$ cat config.mk
export PLATFORM = sky130hd
export DESIGN_NAME = control2if
export DESIGN_NICKNAME = d
export VERILOG_FILES = /design/src/rtl/control2if_pkg.sv /design/src/rtl/fetchbuf2if.sv /design/src/rtl/control2if.sv
export SDC_FILE = /design/constraint.sdc
export NUM_CORES = 1
export LEC_CHECK = 0
export ABC_AREA = 1
export ABC_CLOCK_PERIOD_IN_PS = 4870
export BUFFER_PORTS_ARGS = -buffer_cell sky130_fd_sc_hd__buf_2
export CORE_MARGIN = 3
export CORE_UTILIZATION = 57
export DETAILED_ROUTE_END_ITERATION = 8
export PLACE_DENSITY = 0.84
export SYNTH_ARGS = -nofsm -noshare
export SYNTH_HDL_FRONTEND = slang
export SYNTH_HIERARCHICAL = 1
export SYNTH_SLANG_ARGS = --single-unit
$ cat constraint.sdc
create_clock -name clk -period 4.87 [get_ports clk]
set_input_delay 0.7305 -clock clk [delete_from_list [all_inputs] [get_ports clk]]
set_output_delay 0.7305 -clock clk [all_outputs]
set_load 0.05 [all_outputs]
$ cat src/rtl/control2if_pkg.sv
// Shared types and constants for the instruction-fetch stage and its skid buffer.
package control2if_pkg;

  localparam int AW_DEF = 12;
  localparam int IW_DEF = 24;

  // Encoding shown on instr_out whenever no real instruction has been fetched yet.
  localparam logic [IW_DEF-1:0] NOP_INSTR = '0;

  typedef struct packed {
    logic [AW_DEF-1:0] pc;
    logic [IW_DEF-1:0] instr;
  } if_beat_t;

endpackage

$ cat src/rtl/fetchbuf2if.sv
// DEPTH-entry FIFO of fetched {pc, instr} beats; clear empties it in one cycle.
module fetchbuf2if
  import control2if_pkg::*;
#(
  parameter type T     = if_beat_t,
  parameter int  DEPTH = 2,
  localparam int CW    = $clog2(DEPTH + 1)
) (
  input  logic          clk,
  input  logic          rst,
  input  logic          push_i,
  input  T              data_i,
  input  logic          pop_i,
  input  logic          clear_i,
  output T              head_o,
  output logic [CW-1:0] count_o,
  output logic          full_o,
  output logic          empty_o
);

  localparam int PW = (DEPTH > 1) ? $clog2(DEPTH) : 1;
  localparam logic [PW-1:0] LAST_PTR = PW'(DEPTH - 1);
  localparam logic [CW-1:0] FULL_LVL = CW'(DEPTH);

  T              mem_q [DEPTH];
  logic [PW-1:0] wr_ptr_q, wr_ptr_d;
  logic [PW-1:0] rd_ptr_q, rd_ptr_d;
  logic [CW-1:0] count_q, count_d;
  logic          do_push, do_pop;

  function automatic logic [PW-1:0] next_ptr(input logic [PW-1:0] p);
    return (p == LAST_PTR) ? '0 : p + 1'b1;
  endfunction

  assign full_o  = (count_q == FULL_LVL);
  assign empty_o = (count_q == '0);
  assign count_o = count_q;
  assign head_o  = mem_q[rd_ptr_q];

  // A push into a full buffer is only legal when the head leaves the same cycle.
  assign do_pop  = pop_i & ~empty_o;
  assign do_push = push_i & (~full_o | do_pop);

  always_comb begin
    wr_ptr_d = wr_ptr_q;
    rd_ptr_d = rd_ptr_q;
    count_d  = count_q;
    if (clear_i) begin
      wr_ptr_d = '0;
      rd_ptr_d = '0;
      count_d  = '0;
    end else begin
      if (do_push) wr_ptr_d = next_ptr(wr_ptr_q);
      if (do_pop)  rd_ptr_d = next_ptr(rd_ptr_q);
      case ({do_push, do_pop})
        2'b10:   count_d = count_q + 1'b1;
        2'b01:   count_d = count_q - 1'b1;
        default: count_d = count_q;
      endcase
    end
  end

  always_ff @(posedge clk) begin
    if (rst) begin
      wr_ptr_q <= '0;
      rd_ptr_q <= '0;
      count_q  <= '0;
    end else begin
      wr_ptr_q <= wr_ptr_d;
      rd_ptr_q <= rd_ptr_d;
      count_q  <= count_d;
    end
  end

  always_ff @(posedge clk) begin
    if (do_push && !clear_i) mem_q[wr_ptr_q] <= data_i;
  end

endmodule

$ cat src/rtl/control2if.sv
// IF stage: pairs each PC with its memory word, skid-buffers beats under ID stalls
// and drives a registered {enable, pc, instr} beat, with flush and wrong-path squash.
module control2if
  import control2if_pkg::*;
#(
  parameter int AW    = AW_DEF,
  parameter int IW    = IW_DEF,
  parameter int DEPTH = 2
) (
  input  logic          clk,
  input  logic          rst,
  input  logic          enable_in,
  input  logic [AW-1:0] pc_in,
  input  logic [IW-1:0] mem_data,
  input  logic          stall_in,
  input  logic          flush_in,
  output logic          enable_out,
  output logic [AW-1:0] pc_out,
  output logic [IW-1:0] instr_out,
  output logic          stall_out,
  output logic          ovf_err
);

  localparam int CW = $clog2(DEPTH + 1);
  localparam logic [CW-1:0] HI_LVL  = CW'(DEPTH - 1);
  localparam logic [CW-1:0] MID_LVL = CW'(DEPTH - 2);

  typedef struct packed {
    logic [AW-1:0] pc;
    logic [IW-1:0] instr;
  } beat_t;

  logic          en_q, en_d;
  logic [AW-1:0] pc_q, pc_d;
  logic [IW-1:0] instr_q, instr_d;
  logic          squash_q, squash_d;
  logic          ovf_q, ovf_d;

  beat_t         in_beat, head;
  logic [CW-1:0] buf_count;
  logic          buf_full, buf_empty;
  logic          advance, accepted, bypass, pop, push_req, push, ovf_hit;

  assign in_beat  = '{pc: pc_in, instr: mem_data};
  assign advance  = ~stall_in | ~en_q;
  assign accepted = enable_in & ~flush_in & ~squash_q;

  // Buffered beats always leave before a newly arrived one so order is kept.
  assign pop      = advance & ~buf_empty & ~flush_in;
  assign bypass   = advance & buf_empty & accepted;
  assign push_req = accepted & ~bypass;
  assign push     = push_req & (~buf_full | pop);
  assign ovf_hit  = push_req & buf_full & ~pop;

  // Raise early enough that the fetch IA already has in flight still finds a slot.
  assign stall_out = (buf_count >= HI_LVL) |
                     ((buf_count == MID_LVL) & ~advance & accepted);

  fetchbuf2if #(
    .T     (beat_t),
    .DEPTH (DEPTH)
  ) u_buf (
    .clk     (clk),
    .rst     (rst),
    .push_i  (push),
    .data_i  (in_beat),
    .pop_i   (pop),
    .clear_i (flush_in),
    .head_o  (head),
    .count_o (buf_count),
    .full_o  (buf_full),
    .empty_o (buf_empty)
  );

  always_comb begin
    en_d     = en_q;
    pc_d     = pc_q;
    instr_d  = instr_q;
    squash_d = squash_q;
    ovf_d    = ovf_q | ovf_hit;
    if (flush_in) begin
      en_d     = 1'b0;
      squash_d = 1'b1;
    end else begin
      if (advance) begin
        if (!buf_empty) begin
          en_d    = 1'b1;
          pc_d    = head.pc;
          instr_d = head.instr;
        end else if (accepted) begin
          en_d    = 1'b1;
          pc_d    = pc_in;
          instr_d = mem_data;
        end else begin
          en_d    = 1'b0;
        end
      end
      // Squash only disarms on the wrong-path beat it was waiting for.
      if (squash_q && enable_in) squash_d = 1'b0;
    end
  end

  always_ff @(posedge clk) begin
    if (rst) begin
      en_q     <= 1'b0;
      pc_q     <= '0;
      instr_q  <= IW'(NOP_INSTR);
      squash_q <= 1'b0;
      ovf_q    <= 1'b0;
    end else begin
      en_q     <= en_d;
      pc_q     <= pc_d;
      instr_q  <= instr_d;
      squash_q <= squash_d;
      ovf_q    <= ovf_d;
    end
  end

  assign enable_out = en_q;
  assign pc_out     = pc_q;
  assign instr_out  = instr_q;
  assign ovf_err    = ovf_q;

endmodule
Yosys cells after proc, flatten, opt, wreduce, memory -nomap -nowiden
Memories as Yosys holds them, arrays and structs flattened. A register that Yosys moved wholly into a read port is not among the register bits.
Index checks and enable logic that the tools add are counted.
W data, S select, Z words.
- bits in latches: 0
- bits of input ports: 41
- logic and storage cells: 69
- memories: 1
- output and inout port bits: 39
- memory bits (read-only): 0
- register bits: 43
- bits in writable memories: 72
- memory list (memory ; words ; bits a word ; read ports ; clocked after memory_dff ; wr ports ; line ; text):
    u_buf.mem_q ; 2 ; 36 ; 1 ; 1 ; 1 ; fetchbuf2if.sv:25 ; T mem_q [DEPTH];
- shifts and indexed selects: 0
- reduce and logical (&&, ||, !) cells: 8
- bitwise gates (word level): 28
- divide/modulo/power cells: 0
- order comparisons: 1
- multiply operators: 0
- mux-type cells: 15
- add/sub/neg operators: 4
- equal/unequal tests: 4
- operator list (kind ; number):
    $mux W24 ; 2
    $mux W12 ; 2
    $and A1 B1 Y1 ; 14
    $mux W1 ; 10
    $not A1 Y1 ; 9
    $or A1 B1 Y1 ; 5
    $eq A2 B2 Y1 const B ; 2
    $pmux W2 S2 ; 1
    $reduce_bool A2 Y1 ; 2
    $reduce_and A3 Y1 ; 1
    $add A1 B1 Y1 const B ; 2
    $add A2 B1 Y2 const B ; 1
    $eq A2 B1 Y1 const B ; 1
    $ge A2 B1 Y1 const B ; 1
    $logic_and A1 B1 Y1 ; 2
    $logic_not A2 Y1 ; 1
    $ne A2 B1 Y1 const B ; 1
    $reduce_or A2 Y1 ; 1
    $sub A2 B1 Y2 const B ; 1
    $logic_not A1 Y1 ; 1

Logic depth before layout (Yosys ltp)
- word-level depth: 11
- gate-level depth with buffers: 14
- gate-level depth less buffers: 13

By module
The synthesis kept the hierarchy.
- by module, submodules not included (module ; cells an instance ; area each (µm²) ; times used ; sequential area each (µm²)):
    fetchbuf2if ; 149 ; 2862.7 ; 1 ; 2262.2
    control2if ; 415 ; 2437.3 ; 1 ; 780.7

Least setup slack after synthesis
OpenSTA, ideal clock, no wires.
- path type: input port to flip-flop
- start point: input port stall_in
- end point: memory u_buf/mem_q[0][0] (netlist name) (enable)
- arrival: 3946 ps
- cell stages on the path: 6
- setup slack: 450 ps
- data required time: 4396 ps
- library setup time: 474 ps
- buffers on the path: 1
- path through: nand2_1 -> buf_2 -> a21oi_1 -> nor3_1 -> o21ai_2 -> nor3_1
- word-level cells in the longest chain between the ends: 11
- elaborated cells between the ends (all ways): 16
- those cells by class: 2 x mux; 13 x bitwise; 1 x reduce/logical
- RTL lines (what ; line ; text):
    from (decl) ; control2if.sv:15 ; input logic stall_in,
    $not A1 Y1 (*) ; control2if.sv:45 ; assign advance = ~stall_in | ~en_q;
    $or A1 B1 Y1 (*) ; control2if.sv:45 ;
    $and A1 B1 Y1 (2 in a row) ; control2if.sv:50 ; assign bypass = advance & buf_empty & accepted;
    $not A1 Y1 ; control2if.sv:51 ; assign push_req = accepted & ~bypass;
    $and A1 B1 Y1 ; control2if.sv:51 ;
    $and A1 B1 Y1 (*) ; control2if.sv:52 ; assign push = push_req & (~buf_full | pop);
    net push ; control2if.sv:42 ; logic advance, accepted, bypass, pop, push_req, push, ovf_hit;
    $and A1 B1 Y1 (*) ; fetchbuf2if.sv:42 ; assign do_push = push_i & (~full_o | do_pop);
    $logic_and A1 B1 Y1 (*) ; fetchbuf2if.sv:76 ; if (do_push && !clear_i) mem_q[wr_ptr_q] <= data_i;
    $mux W1 (*) ; fetchbuf2if.sv:76 ;
    $mux W1 (not written as such) (*) ; fetchbuf2if.sv:76 ;
    to (decl) ; fetchbuf2if.sv:25 ;
Mark *: on every way through the listed nets, which the timed path passes. The rest lies on a longest branch.

Final worst setup path
- start point: register u_buf.count_q[1], in the netlist u_buf/count_o[1]
- end point: memory u_buf/mem_q[0][7] (netlist name) (enable)
- word-level cells in the longest chain between the ends: 10
- elaborated cells between the ends (all ways): 18
- those cells by class: 1 x eq/ne; 2 x mux; 13 x bitwise; 2 x reduce/logical
- RTL lines (what ; line ; text):
    from (decl) ; fetchbuf2if.sv:28 ; logic [CW-1:0] count_q, count_d;
    from (signal assigned) ; fetchbuf2if.sv:71 ; count_q <= count_d;
    $logic_not A2 Y1 (*) ; fetchbuf2if.sv:36 ; assign empty_o = (count_q == '0);
    net buf_empty ; control2if.sv:41 ; logic buf_full, buf_empty;
    $and A1 B1 Y1 / $not A1 Y1 (equally long branches) ; control2if.sv:50, control2if.sv:49 ;
    $and A1 B1 Y1 (on tied branches) ; control2if.sv:50, control2if.sv:49 ;
    $not A1 Y1 / $and A1 B1 Y1 (equally long branches) ; control2if.sv:51, control2if.sv:49 ;
    $and A1 B1 Y1 / $or A1 B1 Y1 (equally long branches) ; control2if.sv:51, control2if.sv:52 ;
    $and A1 B1 Y1 (*) ; control2if.sv:52 ;
    net push ; control2if.sv:42 ;
    $and A1 B1 Y1 (*) ; fetchbuf2if.sv:42 ;
    $logic_and A1 B1 Y1 (*) ; fetchbuf2if.sv:76 ;
    $mux W1 (*) ; fetchbuf2if.sv:76 ;
    $mux W1 (not written as such) (*) ; fetchbuf2if.sv:76 ;
Marks and branches as above.

==> results.cfg <==
[clock_network]
clkSlewWorstSetupHoldPaths_ns = 0.06
cts_buffers = 17
clk_path_buf_depth = 2
ctsHoldBuffers = 0
cts_tree = yes
post_cts_buffers = 0
htree_levels = 4
root_buffer = clkbuf_8
clock_latency_ns = 0.51
cts.repair.resized = 0
clock_sinks = 116

[final_layout]
seqCellArea_um2 = 3040
layout-drive-gt1-share = 0.236
multi_input_area_um2 = 1680
syn_to_final_growth_pct = 17.8
fillers = 617
layout.nets = 675
fin_util = 0.703
diodes = 0
fin_cells = 755

[synthesis]
synth_simple_gate_area_frac = 0.187
yosysTopAreaCell = edfxtp_1
synth_compound_area_frac = 0.0515
ys_seq_area_frac = 0.574
yosys-top-cells-area = edfxtp_1, dfxtp_1, nor2_1, inv_1, mux2_2
yosys_warnings = 6
syn_inst = 564
syn_nets = 605
synth_top_area_share = 0.408
yosys.area_share.xor_xnor = 0
ys_top_cells_by_count = nor2_1, inv_1, nand2_1
synth_fa_ha_area_frac = 0
synth_async_sr_flop_share = 0
synth_top_family_by_area = simple AND/OR/NAND/NOR gates
synth_mux_area_frac = 0.0765
ys_ff_latch = 116
syn_area_um2 = 5300
synth_area_per_cell_um2 = 9.40
synth_edf_count = 72
synth_most_common_cell = nor2_1
synth_cell_types = 24
synth-main-ff-cell = edfxtp_1

[sta]
fmax_mhz = 286
setup_violations = 0
maxSlewViolCount = 0
finalCritPeriodShare = 0.719
rsz0062_at_grt = false
hold_viol = 0
skew_ns = 0.00869
relSlewSlack = 0.212
fin_crit_ns = 3.50
tightest_slew_ns = 1.18
setup_tns_ns = 0

[worst_setup_path]
path_max_fanout = 74
worstSetupPathType = register to register
end_kind = register
slowest_stage = nor3_2
critPathArrivalTime_ns = 3.71
start_kind = register
regToRegStartpoint = u_buf/count_o[1]
worstSetupStartpoint = u_buf/count_o[1]
crit_path_max_incr_delay_ns = 0.89
path_cells = inv_1 -> nand2_2 -> inv_2 -> nor2_2 -> a21oi_1 -> nor3_1 -> o21ai_2 -> nor3_2 -> buf_12
critPathRequiredTime_ns = 5.08

[placed_design]
port_buffers = 79
dp_hpwl_um = 6350
place_inst = 723
gp_congestion = 0.760

[die]
die_w_um = 102
start_util = 0.596
io_pins = 80
core_area_um2 = 8890
rows = 34
die_y_um = 102
die-area_um2 = 10500

[drt]
wl_per_cell_um = 14.1
drcViolationCount = 0
ant_nets = 0
vias = 3892
firstDrtPassIters = 5
drtIter0Drc = 246
routed_wl_um = 10600
vias_per_cell = 5.15

[pwr]
combPwrFrac = 0.082
p_clk_frac = 0.495
swShare = 0.227
pwr_density_cell_nw_per_um2 = 407
vdd_ir_drop_max_v = 0.000247
cellLeakagePower_nw = 2.86
p_seq_frac = 0.423
fin_total_pwr_mw = 2.54
p_int_mw = 1.97
netSwitchingPower_uw = 578

[worst_hold_path]
hp-class = primary input to register
min-delay-start = rst

[global_routing]
grt_usage = 0.214
antenna_found_initial = 0
grt_pass1_wl_um = 17100
grt-ovfl-total = 0
grt_pass1_vias = 3641
grt_start_max_net_pins = 75

[outcome]
status = finished, final reports clean

[run]
cap_viol_max_count = 0
[registers in the layout (all words and copies together) (netlist names), named ones only]
register	cells
enable_out	1
instr_out	24
ovf_err	1
pc_out	12
squash_q	1
u_buf/count_o	2
u_buf/mem_q	72
u_buf/rd_ptr_q	1
u_buf/wr_ptr_q	1
[worst max-delay path, delay by kind of cell (launching register included)]
family / cells / cell delay (ns)
buffers and inverters: 3 / 0.77
DFF: 1 / 0.46
AOI/OAI and AO/OA: 2 / 0.29
and+or+nand+nor: 4 / 1.67
[per-stage QoR]
step	instance area, um2	setup slack, ns	hold slack (ns)
5_1_grt	6250	1.04	0.388
3_5_place_dp	5630	1.51	0.436
2_1_floorplan	5300	0.450	0.447
4_1_cts	6250	1.38	0.381
6_report	6250	1.37	0.400
3_3_place_gp	5630	1.64	0.435
[power groups by stage]
| stage | Clock (mW) | Combinational [mW] | Sequential, mW |
|---|---|---|---|
| 6_report | 1.26 | 0.208 | 1.07 |
| 5_1_grt | 1.32 | 0.227 | 1.08 |
| 4_1_cts | 1.28 | 0.209 | 1.07 |
| 3_5_place_dp | 0 | 0.206 | 1.09 |
| 3_3_place_gp | 0 | 0.202 | 1.09 |
| 2_1_floorplan | 0 | 0.0814 | 1.17 |
[placed cells by master (no fill, tap or decap), drive strengths merged]
cell type,n
nand2,83
a21oi,46
clkbuf,25
buf,82
clkinvlp,1
nor2,114
nand3,40
o21ai,7
edfxtp,72
bufinv,2
nand4,1
inv,87
nor3,3
dfxtp,44
clkinv,4
mux2,36
[final cells by class]
cell class,count,area share
sequential,116,0.487
clock buffer,25,0.0845
multi-input combinational,330,0.269
timing repair buffer,82,0.0709
clock inverter,7,0.0140
inverter,87,0.0523
tap,108,0.0216
[final timing paths]
| kind | endpoint | cells after the start | slack (ns) |
|---|---|---|---|
| setup reg to reg | u_buf/mem_q[0][7] | 9 | 1.37 |
| hold / removal | ovf_err | 2 | 0.40 |
| hold reg to reg | ovf_err | 2 | 0.44 |
| setup / recovery | u_buf/mem_q[0][7] | 9 | 1.37 |
[routing by layer]
| metal | share of wire | up-vias | global-route usage | routed length, um |
|---|---|---|---|---|
| met5 | 0 | - | 0 | 0 |
| met4 | 0.015 | 0 | 0.0838 | 156 |
| met3 | 0.062 | 19 | 0.0546 | 657 |
| met2 | 0.50 | 147 | 0.352 | 5270 |
| met1 | 0.43 | 1776 | 0.271 | 4550 |
| li1 | - | 1950 | - | - |
[cells by family (layout without fill, tap and decap cells)]
| logic type | after synthesis | after routing |
|---|---|---|
| mux | 36 | 36 |
| flops | 116 | 116 |
| compound gates | 53 | 53 |
| buf+inv | 118 | 201 |
| simple gates | 241 | 241 |
No activity file was read; power rests on OpenSTA's default activity.
